==> src/rtl/mac_accumulator_if.sv <==
`default_nettype none
// ============================================================================
// Module      : mac_accumulator_if
// Description : Product-in / result-out bundle for the dot-product accumulator.
// Revision    : 1.0 - initial release
// ============================================================================
interface mac_accumulator_if #(
    parameter int IN_DATA_WIDTH = 16,
    parameter int ACC_WIDTH     = 24,
    parameter int LEN_WIDTH     = 8
);
    logic                     i_start;
    logic [LEN_WIDTH-1:0]     i_len;
    logic                     i_valid;
    logic [IN_DATA_WIDTH-1:0] i_product;
    logic                     o_valid;
    logic [ACC_WIDTH-1:0]     o_result;
    logic                     o_sat;
    logic                     i_ready;
    logic                     o_busy;
    logic                     o_overrun;

    modport master (
        output i_start, i_len, i_valid, i_product, i_ready,
        input  o_valid, o_result, o_sat, o_busy, o_overrun
    );

    modport slave (
        input  i_start, i_len, i_valid, i_product, i_ready,
        output o_valid, o_result, o_sat, o_busy, o_overrun
    );
endinterface
`default_nettype wire

==> src/rtl/mac_accumulator.sv <==
`default_nettype none
// ============================================================================
// Module      : mac_accumulator
// Description : Saturating dot-product accumulator with a 2-entry result FIFO.
// Revision    : 1.0 - initial release
// ============================================================================
module mac_accumulator #(
    parameter int IN_DATA_WIDTH = 16,
    parameter int ACC_WIDTH     = 24,
    parameter int LEN_WIDTH     = 8
) (
    input  wire logic         clk,
    input  wire logic         reset_n,
    mac_accumulator_if.slave  bus
);
    localparam logic [0:0]           c_idle    = 1'b0;
    localparam logic [0:0]           c_accum   = 1'b1;
    localparam logic [ACC_WIDTH-1:0] c_acc_max = '1;

    logic [0:0]           r_state;
    logic [ACC_WIDTH-1:0] r_acc;
    logic                 r_sat;
    logic [LEN_WIDTH-1:0] r_count;

    logic [ACC_WIDTH-1:0] r_fifo_data [0:1];
    logic [1:0]           r_fifo_sat;
    logic                 r_rd_ptr;
    logic                 r_wr_ptr;
    logic [1:0]           r_fifo_cnt;
    logic                 r_overrun;

    logic                 w_start_ok;
    logic                 w_term;
    logic                 w_last;
    logic [LEN_WIDTH-1:0] w_count;
    logic [ACC_WIDTH-1:0] w_base;
    logic [ACC_WIDTH:0]   w_sum;
    logic                 w_ovf;
    logic [ACC_WIDTH-1:0] w_next_acc;
    logic                 w_next_sat;
    logic                 w_empty;
    logic                 w_full;
    logic                 w_pop;
    logic                 w_push;
    logic                 w_drop;

    // An accepted start restarts the sum from zero, so a product arriving in
    // the same cycle becomes the first term.
    always_comb begin
        w_start_ok = (r_state == c_idle) && bus.i_start && (bus.i_len != '0);
        w_base     = w_start_ok ? '0 : r_acc;
        w_count    = w_start_ok ? bus.i_len : r_count;
        w_term     = bus.i_valid && (w_start_ok || (r_state == c_accum));
        w_last     = w_term && (w_count == LEN_WIDTH'(1));
        w_sum      = {1'b0, w_base} + (ACC_WIDTH + 1)'(bus.i_product);
        w_ovf      = w_sum[ACC_WIDTH];
        w_next_acc = w_ovf ? c_acc_max : w_sum[ACC_WIDTH-1:0];
        w_next_sat = (w_start_ok ? 1'b0 : r_sat) | w_ovf;
    end

    always_ff @(posedge clk or negedge reset_n) begin
        if (!reset_n) begin
            r_state <= c_idle;
            r_acc   <= '0;
            r_sat   <= 1'b0;
            r_count <= '0;
        end else begin
            if (w_term) begin
                r_acc   <= w_next_acc;
                r_sat   <= w_next_sat;
                r_count <= w_count - LEN_WIDTH'(1);
            end else if (w_start_ok) begin
                r_acc   <= '0;
                r_sat   <= 1'b0;
                r_count <= bus.i_len;
            end
            if (w_last) begin
                r_state <= c_idle;
            end else if (w_start_ok) begin
                r_state <= c_accum;
            end
        end
    end

    // A pop in the push cycle frees the head slot, so a full FIFO still accepts.
    always_comb begin
        w_empty = (r_fifo_cnt == 2'd0);
        w_full  = (r_fifo_cnt == 2'd2);
        w_pop   = !w_empty && bus.i_ready;
        w_push  = w_last && (!w_full || w_pop);
        w_drop  = w_last && w_full && !w_pop;
    end

    always_ff @(posedge clk or negedge reset_n) begin
        if (!reset_n) begin
            for (int i = 0; i < 2; i++) begin
                r_fifo_data[i] <= '0;
            end
            r_fifo_sat <= '0;
            r_rd_ptr   <= 1'b0;
            r_wr_ptr   <= 1'b0;
            r_fifo_cnt <= 2'd0;
            r_overrun  <= 1'b0;
        end else begin
            if (w_push) begin
                r_fifo_data[r_wr_ptr] <= w_next_acc;
                r_fifo_sat[r_wr_ptr]  <= w_next_sat;
                r_wr_ptr              <= ~r_wr_ptr;
            end
            if (w_pop) begin
                r_rd_ptr <= ~r_rd_ptr;
            end
            r_fifo_cnt <= r_fifo_cnt + {1'b0, w_push} - {1'b0, w_pop};
            if (w_drop) begin
                r_overrun <= 1'b1;
            end
        end
    end

    assign bus.o_valid   = !w_empty;
    assign bus.o_result  = w_empty ? '0 : r_fifo_data[r_rd_ptr];
    assign bus.o_sat     = w_empty ? 1'b0 : r_fifo_sat[r_rd_ptr];
    assign bus.o_busy    = (r_state == c_accum);
    assign bus.o_overrun = r_overrun;
endmodule
`default_nettype wire

==> src/flat_wrapper.sv <==
// flat-port wrapper written by rule: the top's interface ports become plain ports
module mac_accumulator_flat 
#(
    parameter int IN_DATA_WIDTH = 16,
    parameter int ACC_WIDTH     = 24,
    parameter int LEN_WIDTH     = 8
)
  (clk, reset_n, bus_i_start, bus_i_len, bus_i_valid, bus_i_product, bus_i_ready, bus_o_valid, bus_o_result, bus_o_sat, bus_o_busy, bus_o_overrun);
  mac_accumulator_if #(.IN_DATA_WIDTH(IN_DATA_WIDTH), .ACC_WIDTH(ACC_WIDTH), .LEN_WIDTH(LEN_WIDTH)) bus_i ();
  input  wire logic clk;
  input  wire logic reset_n;
  input wire logic [$bits(bus_i.i_start)-1:0] bus_i_start;
  input wire logic [$bits(bus_i.i_len)-1:0] bus_i_len;
  input wire logic [$bits(bus_i.i_valid)-1:0] bus_i_valid;
  input wire logic [$bits(bus_i.i_product)-1:0] bus_i_product;
  input wire logic [$bits(bus_i.i_ready)-1:0] bus_i_ready;
  output wire logic [$bits(bus_i.o_valid)-1:0] bus_o_valid;
  output wire logic [$bits(bus_i.o_result)-1:0] bus_o_result;
  output wire logic [$bits(bus_i.o_sat)-1:0] bus_o_sat;
  output wire logic [$bits(bus_i.o_busy)-1:0] bus_o_busy;
  output wire logic [$bits(bus_i.o_overrun)-1:0] bus_o_overrun;
  assign bus_i.i_start = bus_i_start;
  assign bus_i.i_len = bus_i_len;
  assign bus_i.i_valid = bus_i_valid;
  assign bus_i.i_product = bus_i_product;
  assign bus_i.i_ready = bus_i_ready;
  assign bus_o_valid = bus_i.o_valid;
  assign bus_o_result = bus_i.o_result;
  assign bus_o_sat = bus_i.o_sat;
  assign bus_o_busy = bus_i.o_busy;
  assign bus_o_overrun = bus_i.o_overrun;
  mac_accumulator #(.IN_DATA_WIDTH(IN_DATA_WIDTH), .ACC_WIDTH(ACC_WIDTH), .LEN_WIDTH(LEN_WIDTH)) u_core (.clk(clk), .reset_n(reset_n), .bus(bus_i));
endmodule
==> config.mk <==
export PLATFORM = sky130hd
export DESIGN_NAME = mac_accumulator_flat
export DESIGN_NICKNAME = d
export VERILOG_FILES = /design/src/rtl/mac_accumulator_if.sv /design/src/rtl/mac_accumulator.sv /design/src/flat_wrapper.sv
export SDC_FILE = /design/constraint.sdc
export NUM_CORES = 1
export LEC_CHECK = 0
export BUFFER_PORTS_ARGS = -buffer_cell sky130_fd_sc_hd__buf_4
export CAP_MARGIN = 20
export CORE_ASPECT_RATIO = 1.75
export CORE_MARGIN = 2
export CORE_UTILIZATION = 55
export CTS_BUF_LIST = sky130_fd_sc_hd__clkbuf_2 sky130_fd_sc_hd__clkbuf_4 sky130_fd_sc_hd__clkbuf_8
export DETAILED_ROUTE_END_ITERATION = 10
export PLACE_DENSITY = 0.85
export SYNTH_ARGS = -nofsm -noshare
export SYNTH_HDL_FRONTEND = slang
export SYNTH_SLANG_ARGS = --single-unit
==> constraint.sdc <==
create_clock -name clk -period 3.4 [get_ports clk]
set_input_delay 0.51 -clock clk [delete_from_list [all_inputs] [get_ports clk]]
set_output_delay 0.51 -clock clk [all_outputs]
set_load 0.02 [all_outputs]
======== After elaboration in Yosys (flattened, before gate mapping) ========
Index checks and enable logic that the tools add are counted.
storage, ports and cells
  logic and storage cells ................. 69
  bits of input ports ..................... 29
  register bits after elaboration ......... 89
cells by class
  bitwise operators ....................... 6
  $add $sub $neg .......................... 4
  multiplexer cells ....................... 22
  eq/ne operators ......................... 2
  reductions and logical operators ........ 18
  $lt $le $gt $ge ......................... 6
operators by type and width
  kind                                                                          count
  24-bit 2-to-1 mux                                                             8
  48-bit bitwise mux                                                            1
  24-bit by 16-bit adder with 25-bit output                                     1
  24-bit demux with 1-bit select                                                1
  8-bit 2-to-1 mux                                                              2
  1-bit logical AND                                                             10
  8-bit by 1-bit == test with 1-bit output, second input constant               1
  1-bit 2-to-1 mux                                                              8
  8-bit nonzero test                                                            1
  8-bit by 1-bit subtractor with 8-bit output, second input constant            1
  2-bit >= comparator, second input constant                                    2
  1-bit by 2-bit less-than comparator with 1-bit output, second input constant  2
  1-bit inverter with 2-bit output                                              2
  1-bit zero test                                                               3
  1-bit inverter                                                                3
  2-bit by 1-bit adder with 2-bit output                                        1
  2-bit bitwise mux                                                             1
  2-bit == test, second input constant                                          1
  2-bit zero test                                                               1
  1-bit logical OR                                                              2
  2-bit by 1-bit less-than comparator with 1-bit output, second input constant  1
  2-bit nonzero test                                                            1
  2-bit by 1-bit subtractor with 2-bit output                                   1
  1-bit demux with 1-bit select                                                 1
  other kinds (2)                                                               2

======== Longest topological paths before layout ========
  word-level depth ........................ 9
  gate-level depth with buffers ........... 17
  gate-level depth less buffers ........... 12

======== Least setup slack after synthesis ========
Ideal clock, no wire load.
  path type ............................... input port to flip-flop
  start ................................... in bus_i_len[7]
  end ..................................... reg u_core.r_acc[18]
  stages on the path ...................... 16
  path slack .............................. -0.523 ns
  data arrival time ....................... 3.794 ns
  buffers on the path ..................... 5
  library setup time ...................... 0.129 ns
  data required time ...................... 3.271 ns
  cell sequence ........................... or4_4 -> o21ai_2 -> buf_2 -> clkbuf_1 -> and2_1 -> ha_1 -> clkbuf_1 -> a21o_1 -> a2111oi_0 -> o21ai_0 -> o221ai_1 -> buf_2 -> or2_2 -> clkbuf_1 -> mux2i_1 -> nand3_1
between the ends
  longest elaborated chain between the ends .. 6
ends and longest elaborated chain
  what                                       line                   source
  from (decl)                                flat_wrapper.sv:13     input wire logic [$bits(bus_i.i_len)-1:0] bus_i_len;
  8-bit nonzero test (*)                     mac_accumulator.sv:50  w_start_ok = (r_state == c_idle) && bus.i_start && (bus.i_len != '0);
  1-bit logical AND (*)                      mac_accumulator.sv:50
  24-bit 2-to-1 mux                          mac_accumulator.sv:51  w_base = w_start_ok ? '0 : r_acc;
  24-bit by 16-bit adder with 25-bit output  mac_accumulator.sv:55  w_sum = {1'b0, w_base} + (ACC_WIDTH + 1)'(bus.i_product);
  24-bit 2-to-1 mux                          mac_accumulator.sv:57  w_next_acc = w_ovf ? c_acc_max : w_sum[ACC_WIDTH-1:0];
  24-bit 2-to-1 mux (*)                      mac_accumulator.sv:68  if (w_term) begin
  to (signal assigned)                       mac_accumulator.sv:69  r_acc <= w_next_acc;
  to (decl)                                  mac_accumulator.sv:21  logic [ACC_WIDTH-1:0] r_acc;
Every way passes the cells marked *; elsewhere a longest branch is shown, timed or not.
A chain may end at the register's enable or synchronous reset.

======== Worst setup path after layout ========
  start ................................... in bus_i_len[4]
  end ..................................... reg u_core.r_acc[14]
Same word-level chain as after synthesis.

==> metrics <==
H-tree depth 3; syn_area_per_cell between 8 and 9 sq um; largest net degree at the start of global routing 90; Fin. Hold Viols 0; crit path capture type register; Total Routing Usage GR 0.324; maxcap violations 0; ys async rst share 1.00; final worst-path cycle share 1.00; CTS buffer count 9; violated checks setup timing; antenna-violating nets left 0; Layout Cells excl Fill a little under 900; vias in the first global route ~5600; Netlist cell types between 60 and 70; via/cell ratio just over 6; DR vias around 5400; share of cells above drive strength 1 0.326; fin util 0.767; P&R area growth vs syn 34.8%; Seq/Total Area, Yosys 0.413; design area approximately 0.0073 sq mm; Cell Area, Placed between 0.006 and 0.007 sq mm; Yosys reg bits between 80 and 90; Die Wd approximately 80 microns; total power draw about 6.6 mW; CP Launch Type input port; first-pass GRT wire length ~27000 microns; crit-path max FO 7; post-route minimum period about 3.4 ns; setup_tns -0.00220 ns; placed cells approximately 850; GPL Wtd Cong 0.979; Final Slew Violations 0; io pins between 50 and 60; detailed router's first-iteration violation count about 370; clock root buffer clkbuf_8; worst skew pair latency roughly 0.38 ns; port bufs between 50 and 60; RSZ-0062 raised after global routing true; Num Clock Sinks 89; leakage power approximately 3.5 nW; fin worst setup slack -0.00220 ns; Worst-path clk slew about 0.10 ns; final wirelength roughly 17000 microns; Die Ht 135 microns; Die ar. between 0.01 and 0.015 sq mm; number of diodes 0; ys flop type dfrtp_1; synthesized instance count 605; CTS tree built; GRT overflow 0; Initial Util 0.569; Post-synth EDFFs 0; type of the most critical hold path input port to asynchronous set/reset pin; Max transition margin 0.509; worst r2r src u_core.bus.o_busy; drt pass-1 iters 7; fmax between 200 and 300 MHz; outcome finished with violations; Worst Clk Skew between 0.015 and 0.02 ns; initial antenna violation count 0; core area around 0.0095 sq mm; R2R depth 15; worst slew pin tran 0.736 ns; critical path class input port to register; pwr/cell area ~900 mW/mm^2; CP required ~3.7 ns; Nets 800; Max clock buf depth 2; Cell Rows between 40 and 50; # hold bufs at CTS 0; Worst EP arrival around 3.7 ns; synthesized area around 0.0054 sq mm; CP startpoint bus_i_len[4]; Final setup viols 1; post-detail-place hpwl 12400 microns; Worst VDD drop 0.000529 V; Syn. warnings 0; Post-Syn Nets ~660; detailed-route DRC error count 0; wire length per cell 19.4 microns
logic make-up after synthesis:
| logic type | Yosys count | share of synthesized area |
|---|---|---|
| AND/OR/NAND/NOR | 243 | 0.212 |
| multiplexers | 44 | 0.0848 |
| XOR/XNOR | 23 | 0.0374 |
| flip-flops | 89 | 0.413 |
| buffers and inverters | 40 | 0.0341 |
| AO/OA/AOI/OAI | 145 | 0.168 |
| adder cells (fa/ha/maj) | 21 | 0.0502 |
cell usage after synthesis, types with 3 or more instances:
| library cell | number | area, sq um |
|---|---|---|
| a21oi_1 | 36 | 180 |
| nand3_1 | 17 | 85.1 |
| a31oi_1 | 11 | 68.8 |
| a211o_1 | 3 | 26.3 |
| nand2_1 | 67 | 251 |
| mux2i_1 | 37 | 370 |
| dfrtp_1 | 89 | 2230 |
| nor2_1 | 88 | 330 |
| and3_1 | 4 | 25.0 |
| o21bai_1 | 6 | 45.0 |
| or2_2 | 3 | 18.8 |
| xnor2_1 | 14 | 123 |
| a21o_1 | 5 | 37.5 |
| inv_1 | 9 | 33.8 |
| xor2_1 | 9 | 78.8 |
| clkbuf_1 | 14 | 52.6 |
| o22a_1 | 3 | 26.3 |
| and2_1 | 22 | 138 |
| ha_1 | 20 | 250 |
| o21ai_0 | 50 | 250 |
| or3_1 | 5 | 31.3 |
| nor3_1 | 9 | 45.0 |
| o21ai_1 | 4 | 20.0 |
| nand2b_1 | 7 | 43.8 |
| nor2b_1 | 7 | 43.8 |
| mux2_2 | 5 | 56.3 |
| buf_2 | 12 | 60.1 |
final timing paths:
path                                          end  slack [ns]
setup reg to reg                 u_core.r_acc[14]        0.06
hold reg to reg              u_core.bus.o_overrun        0.48
min in group clk                u_core.bus.o_busy        0.38
setup / recovery                 u_core.r_acc[14]      -0.002
max in group asynchronous         u_core.r_acc[9]        2.70
hold / removal             u_core.r_fifo_data[43]        0.09
final cells by class:
type	instances	area [sq um]
Multi-Input combinational cell	476	3320
Inverter	9	33.8
Clock buffer	10	131
Timing Repair Buffer	165	1340
Fill cell	613	2210
Clock inverter	6	50.0
Tap cell	122	153
Sequential cell	89	2230
critical path, stage by stage:
cell and delay (ns):
buf_4 0.11, or4_4 0.55, o21ai_4 0.30, and2_1 0.25
ha_1 0.29, a21o_1 0.21, a2111oi_0 0.37, o21ai_1 0.15
o221ai_2 0.11, buf_4 0.20, nor2b_4 0.06, buf_4 0.15
buf_4 0.13, nor2_4 0.15, o21ai_0 0.10
state kept, by name, summed over array words and instances, names as in the netlist:
signal and count:
u_core.r_acc 24, u_core.r_fifo_sat 2, u_core.r_rd_ptr 1, u_core.r_fifo_data 48, u_core.r_count 8, u_core.r_wr_ptr 1
u_core.r_fifo_cnt 2, u_core.bus.o_busy 1, u_core.r_sat 1, u_core.bus.o_overrun 1
per-layer routing:
layer	global-route usage	routed length (microns)	share of wire
met5	0	0	0
met4	0.237	1450	0.085
met3	0.0575	838	0.049
met2	0.605	9180	0.54
met1	0.308	5520	0.32
cells in the final DEF (no fill, tap or decap), drive strengths merged, types with 12 or more instances in the layout:
cell   netlist  routed
a21oi       36      36
a31oi       12      12
and2        22      22
buf         17     165
dfrtp       89      89
ha          20      20
inv          9      12
mux2i       37      37
nand2       67      67
nand3       17      17
nor2        88      88
o21ai       55      55
xnor2       14      14
metrics by stage:
stage	hold WS [ns]	setup WS, ns
2_1_floorplan	0.214	-0.132
3_3_place_gp	0.456	-0.532
3_5_place_dp	0.461	-0.513
4_1_cts	0.373	0.0103
5_1_grt	0.129	-0.109
6_report	0.0850	-0.00220
timing repair:
action,in CTS,in global routing
setup buffers,2,4
pin swaps,1,8
setup endpoints to repair,15,69
resized for setup,2,34
where the power goes:
part	switching (mW)	total, mW	internal, mW
Combinational	2.22	4.13	1.91
Sequential	0.273	1.73	1.46
Clock	0.422	0.707	0.285
Total	2.91	6.56	3.65
Power figures use the tool's default switching activity.
